$ cat src/rtl/scan_pkg.sv
// Shared types and helpers for the 4-digit display scan sequencer.
// Holds the FSM state encoding, digit count and nibble helpers.
package scan_pkg;

  localparam int NUM_DIGITS = 4;
  localparam int IDX_W      = 2;

  typedef enum logic [1:0] {
    IDLE  = 2'd0,
    BLANK = 2'd1,
    SHOW  = 2'd2
  } scan_state_t;

  function automatic logic [3:0] nibble_sel(input logic [4*NUM_DIGITS-1:0] d,
                                            input logic [IDX_W-1:0] i);
    return d[4*i +: 4];
  endfunction

  // True when digit i is a leading zero: i>0 and it and every higher nibble are 0.
  function automatic logic lead_zero(input logic [4*NUM_DIGITS-1:0] d,
                                     input logic [IDX_W-1:0] i);
    logic z;
    z = (i != '0);
    for (int k = 0; k < NUM_DIGITS; k++) begin
      if (k >= int'(i) && d[4*k +: 4] != 4'h0) z = 1'b0;
    end
    return z;
  endfunction

endpackage

$ cat src/rtl/digit_scanner_if.sv
// Scan control and display-drive signals between the controller and the scanner.
// master drives run/digits; slave (the scanner) drives the decoder and segment outputs.
interface digit_scanner_if;
  logic        run;
  logic [15:0] digits;
  logic        A;
  logic        B;
  logic        en;
  logic [3:0]  seg_data;
  logic        frame_tick;

  modport master (output run, digits, input A, B, en, seg_data, frame_tick);
  modport slave  (input run, digits, output A, B, en, seg_data, frame_tick);
endinterface

$ cat src/rtl/scan_slot_timer.sv
// Per-slot cycle counter; flags last blank cycle and last slot cycle, wraps to 0 at slot end.
// Flags are combinational off the count register; no backpressure.
module scan_slot_timer #(
  parameter int CLK_DIV      = 1000,
  parameter int BLANK_CYCLES = 50
) (
  input  logic clk,
  input  logic rst_n,
  input  logic clear,
  output logic blank_done,
  output logic slot_done
);

  localparam int CNT_W = $clog2(CLK_DIV);
  localparam logic [CNT_W-1:0] BLANK_LAST = CNT_W'(BLANK_CYCLES - 1);
  localparam logic [CNT_W-1:0] SLOT_LAST  = CNT_W'(CLK_DIV - 1);

  logic [CNT_W-1:0] cnt;

  assign blank_done = (cnt == BLANK_LAST);
  assign slot_done  = (cnt == SLOT_LAST);

  always_ff @(posedge clk or negedge rst_n) begin
    if (!rst_n) begin
      cnt <= '0;
    end else if (clear || slot_done) begin
      cnt <= '0;
    end else begin
      cnt <= cnt + 1'b1;
    end
  end

endmodule

$ cat src/rtl/digit_scanner.sv
// 4-digit common-anode scan sequencer: blank-then-show slots, digits snapshotted per frame; all outputs registered, 1-cycle response to run.
// No backpressure. Optional leading-zero suppression under DIGIT_SCANNER_LEADING_ZERO_BLANK_EN.
module digit_scanner
  import scan_pkg::*;
#(
  parameter int CLK_DIV      = 1000,
  parameter int BLANK_CYCLES = 50
) (
  input logic            clk,
  input logic            rst_n,
  digit_scanner_if.slave bus
);

  scan_state_t      state, state_n;
  logic [IDX_W-1:0] idx_q, idx_n;
  logic [15:0]      snap_q, snap_n;
  logic             snap_ld;
  logic             en_q, en_n;
  logic [3:0]       seg_q, seg_n;
  logic             tick_q, tick_n;
  logic             blank_done, slot_done;
  logic             tmr_clear;

  // Counter is held at 0 while idle or stopping so the first BLANK cycle sees count 0.
  assign tmr_clear = (state == IDLE) || !bus.run;

  scan_slot_timer #(
    .CLK_DIV      (CLK_DIV),
    .BLANK_CYCLES (BLANK_CYCLES)
  ) u_timer (
    .clk        (clk),
    .rst_n      (rst_n),
    .clear      (tmr_clear),
    .blank_done (blank_done),
    .slot_done  (slot_done)
  );

  always_comb begin
    state_n = state;
    idx_n   = idx_q;
    snap_ld = 1'b0;
    tick_n  = 1'b0;
    case (state)
      IDLE: begin
        idx_n = '0;
        if (bus.run) begin
          state_n = BLANK;
          snap_ld = 1'b1;
          tick_n  = 1'b1;
        end
      end
      BLANK: begin
        if (!bus.run) begin
          state_n = IDLE;
          idx_n   = '0;
        end else if (blank_done) begin
          state_n = SHOW;
        end
      end
      SHOW: begin
        if (!bus.run) begin
          state_n = IDLE;
          idx_n   = '0;
        end else if (slot_done) begin
          state_n = BLANK;
          idx_n   = idx_q + 1'b1;
          if (idx_q == IDX_W'(NUM_DIGITS - 1)) begin
            snap_ld = 1'b1;
            tick_n  = 1'b1;
          end
        end
      end
      default: begin
        state_n = IDLE;
        idx_n   = '0;
      end
    endcase

    snap_n = snap_ld ? bus.digits : snap_q;
    seg_n  = (state_n == IDLE) ? 4'h0 : nibble_sel(snap_n, idx_n);
    en_n   = (state_n == SHOW);
`ifdef DIGIT_SCANNER_LEADING_ZERO_BLANK_EN
    if (lead_zero(snap_n, idx_n)) en_n = 1'b0;
`endif
  end

  always_ff @(posedge clk or negedge rst_n) begin
    if (!rst_n) begin
      state  <= IDLE;
      idx_q  <= '0;
      snap_q <= '0;
      en_q   <= 1'b0;
      seg_q  <= 4'h0;
      tick_q <= 1'b0;
    end else begin
      state  <= state_n;
      idx_q  <= idx_n;
      snap_q <= snap_n;
      en_q   <= en_n;
      seg_q  <= seg_n;
      tick_q <= tick_n;
    end
  end

  assign bus.A          = idx_q[1];
  assign bus.B          = idx_q[0];
  assign bus.en         = en_q;
  assign bus.seg_data   = seg_q;
  assign bus.frame_tick = tick_q;

endmodule

$ cat src/flat_wrapper.sv
// flat-port wrapper written by rule: the top's interface ports become plain ports
module digit_scanner_flat import scan_pkg::*;
#(
  parameter int CLK_DIV      = 1000,
  parameter int BLANK_CYCLES = 50
)
  (clk, rst_n, bus_run, bus_digits, bus_A, bus_B, bus_en, bus_seg_data, bus_frame_tick);
  digit_scanner_if bus_i ();
  input logic clk;
  input logic rst_n;
  input wire logic [$bits(bus_i.run)-1:0] bus_run;
  input wire logic [$bits(bus_i.digits)-1:0] bus_digits;
  output wire logic [$bits(bus_i.A)-1:0] bus_A;
  output wire logic [$bits(bus_i.B)-1:0] bus_B;
  output wire logic [$bits(bus_i.en)-1:0] bus_en;
  output wire logic [$bits(bus_i.seg_data)-1:0] bus_seg_data;
  output wire logic [$bits(bus_i.frame_tick)-1:0] bus_frame_tick;
  assign bus_i.run = bus_run;
  assign bus_i.digits = bus_digits;
  assign bus_A = bus_i.A;
  assign bus_B = bus_i.B;
  assign bus_en = bus_i.en;
  assign bus_seg_data = bus_i.seg_data;
  assign bus_frame_tick = bus_i.frame_tick;
  digit_scanner #(.CLK_DIV(CLK_DIV), .BLANK_CYCLES(BLANK_CYCLES)) u_core (.clk(clk), .rst_n(rst_n), .bus(bus_i));
endmodule
$ cat config.mk
export PLATFORM = sky130hd
export DESIGN_NAME = digit_scanner_flat
export DESIGN_NICKNAME = d
export VERILOG_FILES = /design/src/rtl/scan_pkg.sv /design/src/rtl/digit_scanner_if.sv /design/src/rtl/scan_slot_timer.sv /design/src/rtl/digit_scanner.sv /design/src/flat_wrapper.sv
export SDC_FILE = /design/constraint.sdc
export NUM_CORES = 1
export LEC_CHECK = 0
export ABC_CLOCK_PERIOD_IN_PS = 3500
export BUFFER_PORTS_ARGS = -buffer_cell sky130_fd_sc_hd__buf_2
export CORE_AREA = 2 2 79 81
export DETAILED_ROUTE_END_ITERATION = 6
export DIE_AREA = 0 0 81 83
export PLACE_DENSITY = 0.63
export SYNTH_ARGS = -nofsm -noshare
export SYNTH_HDL_FRONTEND = slang
export SYNTH_SLANG_ARGS = --single-unit
export TNS_END_PERCENT = 100
$ cat constraint.sdc
create_clock -name clk -period 3.5 [get_ports clk]
set_input_delay 0.35 -clock clk [delete_from_list [all_inputs] [get_ports clk]]
set_output_delay 0.35 -clock clk [all_outputs]
set_load 0.005 [all_outputs]
==> insert_results.sql, run 1 <==
INSERT INTO impl_metrics (metric_group, metric, value, unit) VALUES
('outcome', 'outcome', 'finished clean', ''),
('clock_network', 'clk_pin_slew', '0.08', 'ns'),
('sta', 'fin_crit', '2.43', 'ns'),
('clock_network', 'cts_tree', 'built', ''),
('layout', 'nets', '220', ''),
('layout', 'syn_to_final_growth', '15.8', '%'),
('yosys', 'async_reset_ff_share', '100', '%'),
('yosys', 'mappedNetlistArea', '1980', 'µm²'),
('setup_path', 'r2r.worst_path.cells', '8', ''),
('clock_network', 'ctsHtreeMaxLevel', '2', ''),
('die', 'start_util', '34.0', '%'),
('pwr', 'total_switching_power', '0.000391', 'W'),
('run', 'max_cap_violations', '0', ''),
('clock_network', 'cts-root-buf', 'clkbuf_8', ''),
('yosys', 'synth_area_per_cell', '12.0', 'µm²'),
('pwr', 'comb_power_share', '29.5', '%'),
('route', 'drt_first_pass_iters', '4', ''),
('route', 'drc', '0', ''),
('setup_path', 'timing.critical_path.to_type', 'flip-flop', ''),
('yosys', 'synthCells', '165', ''),
('die', 'floorplan.die_area', '6720', 'µm²'),
('pwr', 'clock_power_share', '26.3', '%'),
('worst_hold_path', 'hp-class', 'input pin to asynchronous set/reset pin', ''),
('yosys', 'synth_enable_flop_cells', '0', ''),
('sta', 'final-max-slew-violation-count', '0', ''),
('route', 'route.detailed.wl_per_inst', '13.5', 'µm'),
('placed_design', 'gp_routability_congestion', '0.872', ''),
('yosys', 'cell_taking_the_most_area_after_synthesis', 'dfrtp_1', ''),
('global_route', 'largest_net_degree_at_the_start_of_global_routing', '37', ''),
('sta', 'worst_slew_margin_rel', '46.8', '%'),
('route', 'ant_nets', '0', ''),
('placed_design', 'place.port_buffers', '26', ''),
('setup_path', 'critical_path.startpoint_type', 'flip-flop', ''),
('sta', 'worst_pin_slew', '0.798', 'ns'),
('clock_network', 'holdBufCountCts', '0', ''),
('placed_design', 'cells_after_dpl', '262', ''),
('sta', 'final-hold-violation-count', '0', ''),
('yosys', 'synth.most_common_cell', 'dfrtp_1', ''),
('sta', 'timing.setup.tns', '0', 'ns'),
('sta', 'unrepaired_setup_endpoints_after_global_routing', 'no', ''),
('layout', 'antenna-diode-count', '0', ''),
('yosys', 'netlist_top_cells_area', 'dfrtp_1 46%, mux2_2 12%, mux2i_1 6.1%, ha_1 4.4%, mux4_1 2.7%', ''),
('sta', 'setup_viol', '0', ''),
('sta', 'final_critical_path_setup_slack', '1.07', 'ns'),
('pwr', 'powerDensity', '599', 'nW/µm²'),
('pwr', 'power.ir.vdd_worst', '0.243', 'mV'),
('sta', 'fmax', '412', 'MHz'),
('clock_network', 'tritoncts.num_buffers', '5', ''),
('placed_design', 'dpl.hpwl', '2660', 'µm'),
('clock_network', 'clk_path_buf_depth', '2', ''),
('sta', 'whs', '0.149', 'ns'),
('pwr', 'internal_power', '0.000980', 'W'),
('route', 'avgViaCountPerCell', '5.04', ''),
('setup_path', 'critPathSlowestCell', 'a31oi_4', ''),
('placed_design', 'placement.setup.worst_slack', '1.06', 'ns'),
('die', 'floorplan.io_pins', '27', ''),
('global_route', 'grt_first_pass_wirelength', '6420', 'µm'),
('setup_path', 'setup.worst_path.class', 'flip-flop to flip-flop', ''),
('global_route', 'initial_antenna_violation_count', '0', ''),
('yosys', 'synth.yosys.seq_area_share', '45.6', '%'),
('die', 'coreArea', '5820', 'µm²'),
('route', 'dr.first_iter.drc_count', '89', ''),
('yosys', 'number_of_storage_elements_in_the_synthesis_netlist', '36', ''),
('clock_network', 'post_cts_resize_count', '0', ''),
('setup_path', 'required', '3.67', 'ns'),
('yosys', 'synth_top_cells_by_count', '36 x dfrtp_1, 21 x mux2_2, 12 x mux2i_1, 12 x nor2_1, 8 x inv_1', ''),
('global_route', 'first_global_vias', '1376', ''),
('die', 'fp-row-count', '28', ''),
('pwr', 'p_leak', '1.02', 'nW'),
('yosys', 'yosys_warnings', '0', ''),
('clock_network', 'post_cts.repair.setup_buffers', '0', '');
-- layout make-up --
| type | count | area (µm²) |
|---|---|---|
| flip-flops and latches | 36 | 901 |
| multi-input cells | 115 | 1010 |
| inverters | 8 | 30.0 |
| fillers | 597 | 3530 |
| clock buffers | 5 | 68.8 |
| repair buffers | 28 | 145 |
| well taps | 75 | 93.8 |
| clock inverters | 3 | 42.5 |
-- registers in the layout, summed over array words and instances, names as in the netlist --
name and flops:
u_core.bus.en 1, u_core.bus.frame_tick 1, u_core.bus.seg_data 4, u_core.idx_q 2
u_core.snap_q 16, u_core.state 2, u_core.u_timer.cnt 10
-- power groups by stage --
stage	clock network, W	logic (W)	registers (W)
final	0.000361	0.000405	0.000605
after global routing	0.000396	0.000455	0.000621
after CTS	0.000375	0.000413	0.000605
after detailed placement	0	0.000412	0.000611
after global placement	0	0.000404	0.000611
after floorplan	0	0.000313	0.000597
-- worst paths after layout --
kind                       slack, ns                                to                             from
max reg2reg                     1.07  u_core.bus.seg_data[3]$_DFF_PN0_        u_core.state[0]$_DFF_PN0_
min in group clk                0.30        u_core.snap_q[7]$_DFF_PN0_                    bus_digits[7]
min reg2reg                     0.49   u_core.u_timer.cnt[0]$_DFF_PN0_  u_core.u_timer.cnt[0]$_DFF_PN0_
max                             1.07  u_core.bus.seg_data[3]$_DFF_PN0_        u_core.state[0]$_DFF_PN0_
min                             0.15   u_core.u_timer.cnt[3]$_DFF_PN0_                            rst_n
max in group asynchronous       2.84        u_core.snap_q[4]$_DFF_PN0_                            rst_n
-- cell usage in the layout (no fill, tap or decap), drive strengths merged, types with 6 or more instances in the layout --
| master | count |
|---|---|
| buf | 28 |
| xor2 | 6 |
| inv | 8 |
| dfrtp | 36 |
| mux2i | 12 |
| nor2 | 12 |
| mux2 | 21 |
| nand2 | 7 |
| ha | 7 |
-- cells by family (layout without fill, tap and decap cells) --
| family | Yosys count | after routing | share of synthesized area [%] |
|---|---|---|---|
| mux | 36 | 36 | 21.8 |
| compound gates | 15 | 15 | 6.77 |
| simple gates | 49 | 49 | 14.4 |
| xor+xnor | 8 | 8 | 3.54 |
| buf+inv | 14 | 44 | 3.48 |
| fa+ha+maj | 7 | 7 | 4.43 |
| flops | 36 | 36 | 45.6 |
-- routing by layer --
| layer | up-vias | global-route usage [%] | part of all wire (%) |
|---|---|---|---|
| met3 | 8 | 3.59 | 4.6 |
| met1 | 667 | 16.1 | 46 |
| met2 | 28 | 18.4 | 47 |
| met5 | - | 0 | 0 |
| met4 | 0 | 6.16 | 2.8 |
| li1 | 658 | - | - |
-- through the flow --
step           util, %  area [µm²]  total power [W]
2_1_floorplan        -        1980         0.000911
3_3_place_gp      37.4        2180          0.00102
3_5_place_dp      37.4        2180          0.00102
4_1_cts           39.4        2290          0.00139
5_1_grt           39.4        2290          0.00147
6_report          39.4        2290          0.00137
Note: power is estimated with default switching activity, not from simulation.
==> run 2: changes to the inputs <==
--- a/config.mk
+++ b/config.mk
@@ -5,12 +5,13 @@
 export SDC_FILE = /design/constraint.sdc
 export NUM_CORES = 1
 export LEC_CHECK = 0
-export ABC_CLOCK_PERIOD_IN_PS = 3500
+export ABC_AREA = 1
+export ABC_CLOCK_PERIOD_IN_PS = 2000
 export BUFFER_PORTS_ARGS = -buffer_cell sky130_fd_sc_hd__buf_2
-export CORE_AREA = 2 2 79 81
+export CORE_AREA = 2 2 78 80
 export DETAILED_ROUTE_END_ITERATION = 6
-export DIE_AREA = 0 0 81 83
-export PLACE_DENSITY = 0.63
+export DIE_AREA = 0 0 80 82
+export PLACE_DENSITY = 0.65
 export SYNTH_ARGS = -nofsm -noshare
 export SYNTH_HDL_FRONTEND = slang
 export SYNTH_SLANG_ARGS = --single-unit
==> constraint.sdc (replaced) <==
create_clock -name clk -period 2 [get_ports clk]
set_input_delay 0.2 -clock clk [delete_from_list [all_inputs] [get_ports clk]]
set_output_delay 0.2 -clock clk [all_outputs]
set_load 0.005 [all_outputs]
==> insert_results.sql, run 2 <==
INSERT INTO impl_metrics (metric_group, metric, value, unit) VALUES
('die', 'die_h', '82', 'µm'),
('clock_network', 'clk_pin_slew', '0.07', 'ns'),
('layout', 'largest_register_ff_count', '16', ''),
('die', 'fp-row-count', '28', ''),
('global_route', 'grt_first_pass_wirelength', '6670', 'µm'),
('sta', 'worst_pin_slew', '0.793', 'ns'),
('outcome', 'outcome', 'finished with violations', ''),
('placed_design', 'gp_routability_congestion', '0.787', ''),
('yosys', 'netlist_top_cells_area', 'dfrtp_1 47%, nand2_1 13%, inv_1 10%, nand3b_1 5.0%, nand3_1 4.9%', ''),
('yosys', 'mappedNetlistArea', '1930', 'µm²'),
('route', 'ant_nets', '0', ''),
('yosys', 'synthCells', '247', ''),
('setup_path', 'timing.rr.end', 'u_core.bus.seg_data[1]$_DFF_PN0_', ''),
('die', 'start_util', '33.6', '%'),
('route', 'avgViaCountPerCell', '4.35', ''),
('setup_path', 'path_cells', 'ha_1 > nand2_1 > inv_2 > nand3_1 > nand2_1 > nand2_1 > nand2_1 > nand2_1 > nand2_1 > inv_2 > nand3_1 > a21oi_1', ''),
('clock_network', 'cts_num_sinks', '36', ''),
('sta', 'final-hold-violation-count', '5', ''),
('route', 'route.detailed.wl_per_inst', '11.2', 'µm'),
('sta', 'unrepaired_setup_endpoints_after_global_routing', 'no', ''),
('global_route', 'first_global_vias', '1415', ''),
('pwr', 'power.total', '0.00247', 'W'),
('setup_path', 'required', '2.20', 'ns'),
('setup_path', 'worstReg2RegStart', 'u_core.u_timer.cnt[0]$_DFF_PN0_', ''),
('worst_hold_path', 'hp-class', 'input pin to asynchronous set/reset pin', ''),
('die', 'die_width', '80', 'µm'),
('die', 'floorplan.io_pins', '27', ''),
('yosys', 'synth_enable_flop_cells', '0', ''),
('sta', 'timing.setup.tns', '0', 'ns'),
('global_route', 'initial_antenna_violation_count', '0', ''),
('yosys', 'synth-main-ff-cell', 'dfrtp_1', ''),
('layout', 'non_filler_cell_area_final', '2300', 'µm²'),
('sta', 'fin_crit', '1.81', 'ns'),
('setup_path', 'critPathSlowestCell', 'dfrtp_1', ''),
('layout', 'proportion_of_layout_cells_with_a_drive_suffix_above_1', '18.2', '%'),
('sta', 'clock-skew-final', '0.00728', 'ns'),
('yosys', 'number_of_storage_elements_in_the_synthesis_netlist', '36', ''),
('yosys', 'synth.most_common_cell', 'nand2_1', ''),
('route', 'vias', '1545', ''),
('pwr', 'p_leak', '1.29', 'nW'),
('layout', 'nets', '306', ''),
('route', 'dr.first_iter.drc_count', '125', ''),
('clock_network', 'tritoncts.num_buffers', '5', ''),
('yosys', 'cell_taking_the_most_area_after_synthesis', 'dfrtp_1', ''),
('sta', 'final-max-slew-violation-count', '0', ''),
('yosys', 'synth_top_cell_area_share', '46.6', '%'),
('sta', 'worst_slew_margin_rel', '47.1', '%'),
('yosys', 'synth.yosys.seq_area_share', '46.6', '%'),
('clock_network', 'worstSkewPairLatency', '0.28', 'ns'),
('sta', 'layout_worst_path_cycle_share', '90.4', '%'),
('setup_path', 'timing.critical_path.to_type', 'flip-flop', ''),
('yosys', 'postSynthNetCount', '273', ''),
('layout', 'antenna-diode-count', '0', ''),
('sta', 'whs', '-0.00235', 'ns'),
('global_route', 'grt_usage', '13.4', '%'),
('global_route', 'gr-total-overflow', '0', ''),
('yosys', 'synth_top_cells_by_count', '67 x nand2_1, 54 x inv_1, 36 x dfrtp_1', ''),
('clock_network', 'holdBufCountCts', '0', ''),
('layout', 'largest_register', 'u_core.snap_q', ''),
('clock_network', 'ctsHtreeMaxLevel', '2', ''),
('placed_design', 'dpl.hpwl', '2930', 'µm'),
('route', 'drt_first_pass_iters', '4', ''),
('placed_design', 'place.port_buffers', '26', ''),
('outcome', 'violations', 'negative hold slack', ''),
('clock_network', 'clk_path_buf_depth', '2', ''),
('yosys', 'synth_area_per_cell', '7.83', 'µm²'),
('layout', 'layout.cells.most_common', 'nand2_1', ''),
('layout', 'commonest_cells_after_routing_fill_and_taps_aside', '67 x nand2_1, 53 x inv_1, 36 x dfrtp_1', ''),
('layout', 'fin_util', '40.0', '%'),
('die', 'floorplan.die_area', '6560', 'µm²'),
('setup_path', 'r2r.worst_path.cells', '12', ''),
('run', 'max_cap_violations', '0', ''),
('route', 'finalWirelength', '3970', 'µm'),
('yosys', 'async_reset_ff_share', '100', '%'),
('setup_path', 'cp.arrival', '2.01', 'ns'),
('pwr', 'power.ir.vdd_worst', '0.385', 'mV'),
('clock_network', 'cts_tree', 'built', ''),
('clock_network', 'cts-root-buf', 'clkbuf_8', ''),
('pwr', 'powerDensity', '1070', 'nW/µm²'),
('sta', 'fmax', '553', 'MHz'),
('setup_path', 'critical_path_peak_fanout', '5', ''),
('layout', 'layout.filler_cells', '605', ''),
('layout', 'syn_to_final_growth', '18.8', '%'),
('die', 'coreArea', '5750', 'µm²'),
('yosys', 'post_synth_cell_types', '27', ''),
('sta', 'setup_viol', '0', ''),
('global_route', 'largest_net_degree_at_the_start_of_global_routing', '37', ''),
('yosys', 'yosys_warnings', '0', ''),
('route', 'drc', '0', ''),
('setup_path', 'setup.worst_path.class', 'flip-flop to flip-flop', ''),
('placed_design', 'post_dp_cell_area', '2150', 'µm²'),
('setup_path', 'critical_path.startpoint_type', 'flip-flop', ''),
('setup_path', 'critical-path-top-cell-by-count', 'nand2_1', ''),
('setup_path', 'reg2reg_slack', '0.19', 'ns'),
('setup_path', 'slowest_delay', '0.42', 'ns');
==> run 2: how the worst max path moves through the flow <==
stage	start	to	slack [ns]
after floorplan	u_core.state[0]$_DFF_PN0_	u_core.bus.seg_data[1]$_DFF_PN0_	0.32
after global placement	u_core.u_timer.cnt[0]$_DFF_PN0_	u_core.bus.seg_data[1]$_DFF_PN0_	0.16
after detailed placement	u_core.state[0]$_DFF_PN0_	u_core.bus.seg_data[0]$_DFF_PN0_	0.13
after CTS	u_core.state[0]$_DFF_PN0_	u_core.bus.seg_data[0]$_DFF_PN0_	0.11
after global routing	u_core.state[0]$_DFF_PN0_	u_core.bus.seg_data[0]$_DFF_PN0_	0.01
final	u_core.u_timer.cnt[0]$_DFF_PN0_	u_core.bus.seg_data[1]$_DFF_PN0_	0.19
==> run 2: power by group <==
group | internal, W | switching (W)
Combinational | 0.000335 | 0.000550
Sequential | 0.000952 | 0.0000721
Clock | 0.000307 | 0.000250
Total | 0.00159 | 0.000873
==> run 2: final cells by class <==
class                           count  area (µm²)  area share, %
Clock buffer                        7        96.3           4.19
Sequential cell                    36         901           39.2
Multi-Input combinational cell    151         832           36.2
Timing Repair Buffer               30         164           7.14
Tap cell                           75        93.8           4.08
Inverter                           56         210           9.15
==> run 2: logic make-up after synthesis <==
kind of cell	Yosys count	synth area share (%)
simple gates	127	31.5
buf+inv	60	12.2
flops	36	46.6
compound gates	15	4.27
fa+ha+maj	7	4.53
xor+xnor	2	0.906
==> run 2: what timing repair did <==
item	CTS	global route
setup buffers	0	2
endpoints found under the setup margin	0	4
gates resized for setup	0	9
==> run 2: worst max-delay path: cells and delay by family, from the launching register on <==
family | cells | cell delay [ns]
AO/OA/AOI/OAI | 1 | 0.16
adder cells (fa/ha/maj) | 1 | 0.22
buffers and inverters | 2 | 0.21
flip-flops | 1 | 0.42
AND/OR/NAND/NOR | 8 | 0.71
==> run 2: layer usage <==
layer | part of all wire [%] | global-route usage [%] | vias to the layer above
met1 | 52 | 18.8 | 685
met4 | 2.6 | 6.78 | 0
met3 | 3.8 | 3.19 | 6
li1 | - | - | 818
met2 | 42 | 19.0 | 36
met5 | 0 | 0 | -
==> run 2: per-stage QoR <==
step / cells / setup slack [ns]
2_1_floorplan: 247 / 0.322
3_3_place_gp: 346 / 0.155
3_5_place_dp: 346 / 0.134
4_1_cts: 353 / 0.114
5_1_grt: 355 / 0.0100
6_report: 355 / 0.192
==> run 3: changes to the inputs <==
--- a/config.mk
+++ b/config.mk
@@ -8,10 +8,12 @@
 export ABC_AREA = 1
 export ABC_CLOCK_PERIOD_IN_PS = 2000
 export BUFFER_PORTS_ARGS = -buffer_cell sky130_fd_sc_hd__buf_2
-export CORE_AREA = 2 2 78 80
+export CELL_PAD_IN_SITES_DETAIL_PLACEMENT = 2
+export CELL_PAD_IN_SITES_GLOBAL_PLACEMENT = 2
+export CORE_AREA = 2 2 84 86
 export DETAILED_ROUTE_END_ITERATION = 6
-export DIE_AREA = 0 0 80 82
-export PLACE_DENSITY = 0.65
+export DIE_AREA = 0 0 86 88
+export PLACE_DENSITY = 0.84
 export SYNTH_ARGS = -nofsm -noshare
 export SYNTH_HDL_FRONTEND = slang
 export SYNTH_SLANG_ARGS = --single-unit
==> insert_results.sql, run 3 (synthesis results as in run 2) <==
INSERT INTO impl_metrics (metric_group, metric, value, unit) VALUES
('clock_network', 'clk_pin_slew', '0.08', 'ns'),
('sta', 'layout_worst_path_cycle_share', '93.4', '%'),
('setup_path', 'path_cells', 'ha_2 > nand2_1 > inv_2 > nand3_1 > nand2_1 > nand3_1 > inv_1 > nor2_2 > buf_4 > nand2_1 > nand3_1 > a21oi_2', ''),
('placed_design', 'gp_routability_congestion', '0.748', ''),
('layout', 'seq_area', '901', 'µm²'),
('setup_path', 'worstReg2RegStart', 'u_core.u_timer.cnt[0]$_DFF_PN0_', ''),
('setup_path', 'setup.worst_path.class', 'flip-flop to flip-flop', ''),
('clock_network', 'ctsHtreeMaxLevel', '2', ''),
('setup_path', 'r2r.worst_path.cells', '12', ''),
('sta', 'worst_slew_margin_rel', '43.0', '%'),
('layout', 'largest_register', 'u_core.snap_q', ''),
('sta', 'worst_pin_slew', '0.856', 'ns'),
('setup_path', 'cp.arrival', '2.08', 'ns'),
('die', 'floorplan.die_area', '7570', 'µm²'),
('route', 'dr.first_iter.drc_count', '53', ''),
('layout', 'multi_input_comb_area', '842', 'µm²'),
('route', 'finalWirelength', '5580', 'µm'),
('layout', 'stdcell_count', '365', ''),
('sta', 'final-max-slew-violation-count', '0', ''),
('global_route', 'grt_first_pass_wirelength', '9250', 'µm'),
('sta', 'final-hold-violation-count', '0', ''),
('route', 'avgViaCountPerCell', '4.61', ''),
('layout', 'antenna-diode-count', '0', ''),
('sta', 'clock-skew-final', '0.00713', 'ns'),
('setup_path', 'critPathLaunch', 'u_core.u_timer.cnt[0]$_DFF_PN0_', ''),
('placed_design', 'cells_after_dpl', '352', ''),
('clock_network', 'cts_num_sinks', '36', ''),
('placed_design', 'dpl.hpwl', '3870', 'µm'),
('route', 'vias', '1682', ''),
('setup_path', 'critPathSlowestCell', 'dfrtp_1', ''),
('die', 'die_h', '88', 'µm'),
('layout', 'largest_register_ff_count', '16', ''),
('global_route', 'first_global_vias', '1893', ''),
('route', 'drt_first_pass_iters', '4', ''),
('die', 'floorplan.io_pins', '27', ''),
('setup_path', 'timing.critical_path.to_type', 'flip-flop', ''),
('global_route', 'grt_usage', '15.9', '%'),
('route', 'ant_nets', '0', ''),
('setup_path', 'slowest_delay', '0.40', 'ns'),
('layout', 'syn_to_final_growth', '20.5', '%'),
('placed_design', 'place.port_buffers', '26', ''),
('setup_path', 'required', '2.22', 'ns'),
('worst_hold_path', 'hp-class', 'input pin to asynchronous set/reset pin', ''),
('sta', 'fmax', '535', 'MHz'),
('clock_network', 'worstSkewPairLatency', '0.29', 'ns'),
('sta', 'setup_viol', '0', ''),
('global_route', 'largest_net_degree_at_the_start_of_global_routing', '37', ''),
('die', 'die_width', '86', 'µm'),
('sta', 'fin_crit', '1.87', 'ns'),
('die', 'coreArea', '6640', 'µm²'),
('sta', 'unrepaired_setup_endpoints_after_global_routing', 'yes', ''),
('global_route', 'gr-total-overflow', '0', ''),
('placed_design', 'placement.setup.worst_slack', '-0.0186', 'ns'),
('pwr', 'power.ir.vdd_worst', '0.287', 'mV'),
('clock_network', 'clk_path_buf_depth', '2', ''),
('pwr', 'p_leak', '1.30', 'nW'),
('pwr', 'powerDensity', '1120', 'nW/µm²'),
('setup_path', 'critical_path_peak_fanout', '8', ''),
('die', 'fp-row-count', '30', ''),
('setup_path', 'reg2reg_slack', '0.13', 'ns'),
('layout', 'proportion_of_layout_cells_with_a_drive_suffix_above_1', '21.8', '%'),
('layout', 'fin_util', '35.0', '%'),
('layout', 'nets', '311', ''),
('clock_network', 'tritoncts.num_buffers', '5', ''),
('layout', 'layout.filler_cells', '775', ''),
('outcome', 'outcome', 'finished clean', ''),
('global_route', 'initial_antenna_violation_count', '0', ''),
('die', 'start_util', '29.1', '%'),
('clock_network', 'cts-root-buf', 'clkbuf_8', ''),
('route', 'drc', '0', ''),
('sta', 'whs', '0.0157', 'ns'),
('layout', 'layout.cells.most_common', 'nand2_1', ''),
('setup_path', 'timing.rr.end', 'u_core.bus.seg_data[0]$_DFF_PN0_', ''),
('route', 'route.detailed.wl_per_inst', '15.3', 'µm'),
('layout', 'commonest_cells_after_routing_fill_and_taps_aside', '65 x nand2_1, 51 x inv_1, 36 x dfrtp_1', ''),
('setup_path', 'critical_path.startpoint_type', 'flip-flop', ''),
('run', 'max_cap_violations', '0', ''),
('sta', 'final_critical_path_setup_slack', '0.132', 'ns'),
('clock_network', 'cts_tree', 'built', '');
==> run 3: cell count changes in the layout (fill, tap and decap cells not counted), sizes merged <==
cell,change
clkinv,+1
buf,+5
clkbuf,-1
==> run 3: worst max-delay path: cells and delay by family (launching register included) <==
family	cells	cell delay, ns
AND/OR/NAND/NOR	7	0.65
flip-flops	1	0.40
buffers and inverters	3	0.35
adder cells (fa/ha/maj)	1	0.21
AO/OA/AOI/OAI	1	0.18
==> run 3: area by class of cell <==
class	count	share of cell area [%]
clock inverter	1	0.215
timing repair buffer	35	8.49
clock buffer	6	3.12
tap	80	4.30
sequential	36	38.7
inverter	56	9.03
multi-input combinational	151	36.2
==> run 3: repair_timing <==
action,CTS,global route
setup buffers,3,3
cloned,0,0
pin swaps,1,2
resized for setup,2,12
endpoints found under the setup margin,2,4
hold buffers,0,0
==> run 3: metal layers <==
metal  up-vias  part of all wire (%)  track usage (%)  wire, µm
li1        824                     -                -         -
met1       823                    44             20.1      2460
met2        27                    51             26.8      2840
met3         8                   3.0             3.58       165
met4         0                   2.0             5.63       109
met5         -                     0                0         0
==> run 3: per-stage QoR <==
step	instance area, µm²	total power (W)	TNS [ns]
after floorplan	1930	0.00163	0
after global placement	2160	0.00188	0
after detailed placement	2160	0.00194	-0.0186
after CTS	2260	0.00251	0
after global routing	2330	0.00282	-0.0152
final	2330	0.00260	0
==> run 3: worst max path at each step <==
| stage | endpoint | depth (start not counted) | slack, ns |
|---|---|---|---|
| floorplan | u_core.bus.seg_data[1]$_DFF_PN0_ | 12 | 0.32 |
| global placement | u_core.bus.seg_data[0]$_DFF_PN0_ | 12 | 0.11 |
| detailed placement | u_core.bus.seg_data[0]$_DFF_PN0_ | 12 | -0.02 |
| CTS | u_core.bus.seg_data[0]$_DFF_PN0_ | 10 | 0.02 |
| global route | u_core.bus.seg_data[0]$_DFF_PN0_ | 11 | -0.02 |
| finish | u_core.bus.seg_data[0]$_DFF_PN0_ | 12 | 0.13 |
==> run 3: power by group <==
group / switching, W / leakage, nW / total (W) / internal [W]
clock network: 0.000274 / 0.0410 / 0.000511 / 0.000237
logic: 0.000674 / 0.821 / 0.00106 / 0.000384
registers: 0.0000771 / 0.443 / 0.00103 / 0.000952
